`src/rtl/sysid_checker_pkg.sv`:
```
// Shared types, addresses and width helpers for the system-ID checker.
package sysid_checker_pkg;

  typedef enum logic [2:0] {
    IDLE,
    RD_ID,
    WAIT_ID,
    RD_TS,
    WAIT_TS,
    COMPARE,
    DONE
  } state_e;

  localparam logic ADDR_ID = 1'b0;
  localparam logic ADDR_TS = 1'b1;

  localparam int unsigned DATA_W  = 32;
  localparam int unsigned COUNT_W = 16;

  // Bits needed for a counter spanning 0..n, never fewer than one.
  function automatic int unsigned cnt_w(input int unsigned n);
    return (n < 1) ? 1 : $clog2(n + 1);
  endfunction

endpackage

```
`src/rtl/sysid_read_port.sv`:
```
// Single Avalon-MM read: holds address/read through waitrequest, delays the
// data strobe by READ_LATENCY and aborts after TIMEOUT stalled cycles.
module sysid_read_port
  import sysid_checker_pkg::*;
#(
  parameter int unsigned READ_LATENCY = 0,
  parameter int unsigned TIMEOUT      = 255
) (
  input  logic              clock,
  input  logic              reset,
  input  logic              launch,
  input  logic              launch_addr,
  output logic              avm_address,
  output logic              avm_read,
  input  logic [DATA_W-1:0] avm_readdata,
  input  logic              avm_waitrequest,
  output logic              rd_valid,
  output logic [DATA_W-1:0] rd_data,
  output logic              rd_timeout
);

  localparam int unsigned TW       = cnt_w(TIMEOUT);
  localparam int unsigned LW       = cnt_w(READ_LATENCY);
  localparam int unsigned LAT_LOAD = (READ_LATENCY > 0) ? READ_LATENCY - 1 : 0;

  logic [TW-1:0] wait_cnt;
  logic [LW-1:0] lat_cnt;
  logic          pending;
  logic          accept;

  // Data strobes are combinational so a zero-latency slave is captured on the accept cycle.
  assign accept     = avm_read && !avm_waitrequest;
  assign rd_timeout = avm_read && avm_waitrequest && (wait_cnt == TW'(TIMEOUT - 1));
  assign rd_valid   = (READ_LATENCY == 0) ? accept : (pending && (lat_cnt == '0));
  assign rd_data    = avm_readdata;

  always_ff @(posedge clock) begin
    if (reset) begin
      avm_read    <= 1'b0;
      avm_address <= ADDR_ID;
      wait_cnt    <= '0;
      lat_cnt     <= '0;
      pending     <= 1'b0;
    end else begin
      // A launch on the accept cycle chains straight into the next read.
      if (launch) begin
        avm_read    <= 1'b1;
        avm_address <= launch_addr;
        wait_cnt    <= '0;
      end else if (accept || rd_timeout) begin
        avm_read <= 1'b0;
      end else if (avm_read) begin
        wait_cnt <= wait_cnt + TW'(1);
      end

      if (accept && (READ_LATENCY != 0)) begin
        pending <= 1'b1;
        lat_cnt <= LW'(LAT_LOAD);
      end else if (pending) begin
        if (lat_cnt == '0) pending <= 1'b0;
        else               lat_cnt <= lat_cnt - LW'(1);
      end
    end
  end

endmodule

```
`config.mk`:
```
export PLATFORM = sky130hd
export DESIGN_NAME = sysid_read_port
export DESIGN_NICKNAME = d
export VERILOG_FILES = /design/src/rtl/sysid_checker_pkg.sv /design/src/rtl/sysid_read_port.sv
export SDC_FILE = /design/constraint.sdc
export NUM_CORES = 1
export LEC_CHECK = 0
export CAP_MARGIN = 20
export CELL_PAD_IN_SITES_DETAIL_PLACEMENT = 2
export CELL_PAD_IN_SITES_GLOBAL_PLACEMENT = 2
export CORE_MARGIN = 5
export CORE_UTILIZATION = 14
export DETAILED_ROUTE_END_ITERATION = 6
export PLACE_DENSITY_LB_ADDON = 0.1
export SKIP_CTS_REPAIR_TIMING = 1
export SLEW_MARGIN = 20
export SYNTH_ARGS = -nofsm -noshare
export SYNTH_HDL_FRONTEND = slang
export SYNTH_SLANG_ARGS = --single-unit
```
`constraint.sdc`:
```
create_clock -name clock -period 1.8 [get_ports clock]
set_input_delay 0.18 -clock clock [delete_from_list [all_inputs] [get_ports clock]]
set_output_delay 0.18 -clock clock [all_outputs]
set_load 0.005 [all_outputs]
```
; Yosys cells after proc, flatten, opt, wreduce, memory -nomap -nowiden
; Cells that the tools add are included.
[totals]
wordCells = 16
reg_bits = 10
[op_classes]
eq_ne = 1
n_reduce_logical = 8
muxes = 2
add_sub_neg = 1
bitwise = 1
[ops]
columns = operator, n
row1 = 8-bit by 1-bit adder with 8-bit output (second input constant), 1
row2 = 8-bit equality test (second input constant), 1
row3 = 1-bit logical AND, 3
row4 = 1-bit two-way mux, 2
row5 = 2-bit AND reduction, 1
row6 = 2-bit nonzero test, 1
row7 = 2-bit OR reduction, 1
row8 = 1-bit zero test, 1
row9 = 1-bit logical OR, 1
row10 = 1-bit inverter, 1

; Longest topological paths before layout
[logic_depth]
depth_word = 5
depth_mapped = 6
depth_no_buf = 6

; Least setup slack after synthesis
; OpenSTA, ideal clock, no wires.
[synth_path]
kind = reg2reg
from = register wait_cnt[0]
to = register wait_cnt[7]
slack_ns = 0.262
period_less_slack_ns = 1.538
path_stages_with_launch = 7
required_time_ns = 1.730
arrival_time_ns = 1.468
setup_time_ns = 0.070
cell_sequence = dfxtp_1 inv_1 ha_1 nand3_1 o21ai_2 or4_1 a21oi_1
[synth_between]
elab_chain_len = 5
elab_cells_between_ends = 6
classes_between = add/sub (1) / eq/ne (1) / bitwise (1) / reduce/logical (3)
[synth_lines]
columns = element, line_no
row1 = from (decl), sysid_read_port.sv:26  ; logic [TW-1:0] wait_cnt;
row2 = from (signal assigned), sysid_read_port.sv:53  ; wait_cnt <= wait_cnt + TW'(1);
row3 = "parallel branches: the longest is 5 deep, another holds 8-bit by 1-bit adder with 8-bit output", -
; Parallel ways; which one is timed is not known.
; A chain may end at the register's enable or synchronous reset.

; Final worst setup path
; Same ends and word-level chain as after synthesis.

==> results_dict.tcl <==
set metrics [dict create \
    run_status "completed" \
    cts_root_buf "clkbuf_8" \
    dieArea_um2 6860 \
    grt_pass1_wl_um 2990 \
    synthCells 89 \
    place_ws_ns 0.0563 \
    critPathLaunchType "register" \
    drt_first_iter_violations 4 \
    worst_slack_ns 0.253 \
    fin_util_pct 15.3 \
    cp-startpoint "wait_cnt[0]$_SDFFE_PP0P_" \
    p_sw_mw 0.113 \
    slew_headroom_pct 81.2 \
    area_growth_pct 6.07 \
    overflow 0 \
    rsz0062_at_grt "false" \
    cts.path.max_buffers 2 \
    hp-class "primary input to output pin" \
    drc_errors 0 \
    crit_chain "inv_1, ha_1, nand3_2, o21ai_2, or4_1, a21oi_1" \
    crit-reg2reg-launch "wait_cnt[0]$_SDFFE_PP0P_" \
    p_comb_share_pct 9.2 \
    vias 517 \
    switching_share_pct 22.1 \
    synth.cell_area_um2 742 \
    coreArea_um2 5140 \
    htreeDepth 1 \
    yosys_warnings 0 \
    fin_tns_setup_ns 0 \
    initial_core_util_pct 14.4 \
    grt_usage_pct 5.52 \
    antenna_found_initial 0 \
    pwr-share-clk_pct 46.1 \
    ant_nets 0 \
    worst-path-buf-inv 1 \
    min_from "avm_readdata[11]" \
    clock_latency_ns 0.24 \
    timing.hold.ws_ns 0.360 \
    drtPass1Iterations 4 \
    hold_end "rd_data[11]" \
    io_pins 73 \
    placed_cell_area_um2 733 \
    cts_sinks 10 \
    hold_violations 0 \
    clkSlewWorstSetupHoldPaths_ns 0.05 \
    cp_max_fo 4 \
    seq_power_share_pct 44.7 \
    grt_pass1_vias 611 \
    cp_slowest_cell "or4_1" \
    drv_slew 0 \
    crit_path_end_kind "register" \
    max_cap_viol_count 0 \
    path_class "register to register" \
    drive_above_1_share_pct 26.3 \
    grt_max_degree 9 \
    synth.avg_cell_area_um2 8.34 \
    netlist-cell-type-count 27 \
    p_int_mw 0.400 \
    dieHeight_um 82.8 \
    r2r_end "wait_cnt[7]$_SDFFE_PP0P_" \
    ys_seq_area_share_pct 27.0 \
    io_buffers 8 \
    crit_arrival_ns 1.71 \
    whs_path_depth 0 \
    powerDensity_nw_per_um2 652 \
    totalWireLength_um 1870 \
    cts_tree "built" \
    period_share_pct 86.0 \
    fin_crit_ns 1.55 \
    total_leakage_power_nw 0.278 \
    nets 117 \
    synth-seq-cells 10 \
    dieWidth_um 82.8 \
    reg2reg_depth 6 \
    syn-num-nets 128 \
    setup_viol 0 \
    diodes 0 \
    cts_made_buffers 3 \
    routed_via_density 3.54 \
    hpwl_um 1570 \
    skew_ns 0.00178 \
    std_cell_rows 26 \
    wl_per_cell_um 12.8 \
    fmax_mhz 646 \
    globalplace.congestion 0.614 \
    cp_slowest_stage_delay_ns 0.51 \
    worst_pin_slew_ns 0.279 \
    required_ns 1.97 \
    crit_family "simple AND/OR/NAND/NOR gates" \
    irDropWorstVdd_uv 188 \
    postLayoutCellArea_um2 787 \
    rrSetupSlack_ns 0.25 \
]
state kept, by name, summed over array words and instances (netlist names):
signal	cells
wait_cnt	8
avm_address	1
avm_read	1
cells in the mapped netlist (all sizes together):
cell	count	area [um^2]
or2	1	6.26
mux2i	1	10.0
o31ai	1	7.51
nor2	9	33.8
nand4	1	6.26
a211oi	2	15.0
and4	2	20.0
xnor2	3	26.3
buf	33	244
o21ai	2	13.8
or4	1	7.51
nand2	2	7.51
and3	2	12.5
a21oi	3	15.0
ha	2	25.0
xor2	2	17.5
nor2b	1	6.26
and2	1	6.26
nor3	2	10.0
or3	1	7.51
inv	1	3.75
dfxtp	10	200
o211ai	2	15.0
nand3	4	25.0
worst register-to-register path: stages, from the launching register on:
cell and delay, ns:
dfxtp_1 0.33, inv_1 0.05, ha_1 0.22, nand3_2 0.13, o21ai_2 0.09, or4_1 0.51
a21oi_1 0.17
metal layers:
| layer | global-route usage [%] | share of wire, % |
|---|---|---|
| met5 | 0 | 0 |
| met4 | 4.31 | 2.8 |
| met3 | 2.67 | 10 |
| met2 | 9.04 | 47 |
| met1 | 5.29 | 40 |
how the worst max path moves through the flow:
| stage | slack, ns | cells after the start | to |
|---|---|---|---|
| 2_1_floorplan | 0.26 | 6 | wait_cnt[7]$_SDFFE_PP0P_ |
| 3_3_place_gp | 0.03 | 4 | rd_timeout |
| 3_5_place_dp | 0.06 | 4 | rd_timeout |
| 4_1_cts | -0.11 | 5 | rd_timeout |
| 5_1_grt | 0.12 | 7 | wait_cnt[1]$_SDFFE_PP0P_ |
| 6_report | 0.25 | 6 | wait_cnt[7]$_SDFFE_PP0P_ |
metrics by stage:
step	cells	total power, mW
floorplan	89	0.307
global placement	143	0.282
detailed placement	143	0.282
CTS	146	0.533
global route	146	0.548
finish	146	0.513
placed cells by master (no fill, tap or decap), types with 2 or more instances in the layout:
cell,count
a211oi_1,2
a21oi_1,3
and3_1,2
and4_2,2
buf_4,9
clkbuf_8,3
clkdlybuf4s50_1,7
dfxtp_1,10
ha_1,2
nand2_1,2
nand3_1,2
nand3_2,2
nor2_1,9
o211ai_1,2
xnor2_1,3
xor2_1,2
kinds of logic (layout without fill, tap and decap cells):
| logic type | Yosys count | count (layout) | synth area share (%) |
|---|---|---|---|
| flops | 10 | 10 | 27.0 |
| compound gates | 10 | 10 | 8.94 |
| fa+ha+maj | 2 | 2 | 3.37 |
| simple gates | 27 | 27 | 20.1 |
| xor+xnor | 5 | 5 | 5.90 |
| mux | 1 | 1 | 1.35 |
| buf+inv | 34 | 21 | 33.4 |
cell type report:
class | count | area (um^2)
clock buffer | 3 | 41.3
tap | 70 | 87.6
fill | 628 | 4350
sequential | 10 | 200
multi-input combinational | 45 | 304
timing repair buffer | 17 | 150
inverter | 1 | 3.75
power groups by stage:
stage | clock network, mW | registers, mW | logic, mW
after global routing | 0.266 | 0.229 | 0.0526
after floorplan | 0 | 0.234 | 0.0727
final | 0.237 | 0.229 | 0.0471
after CTS | 0.255 | 0.229 | 0.0486
after global placement | 0 | 0.233 | 0.0483
after detailed placement | 0 | 0.234 | 0.0483
Power figures use the tool's default switching activity.
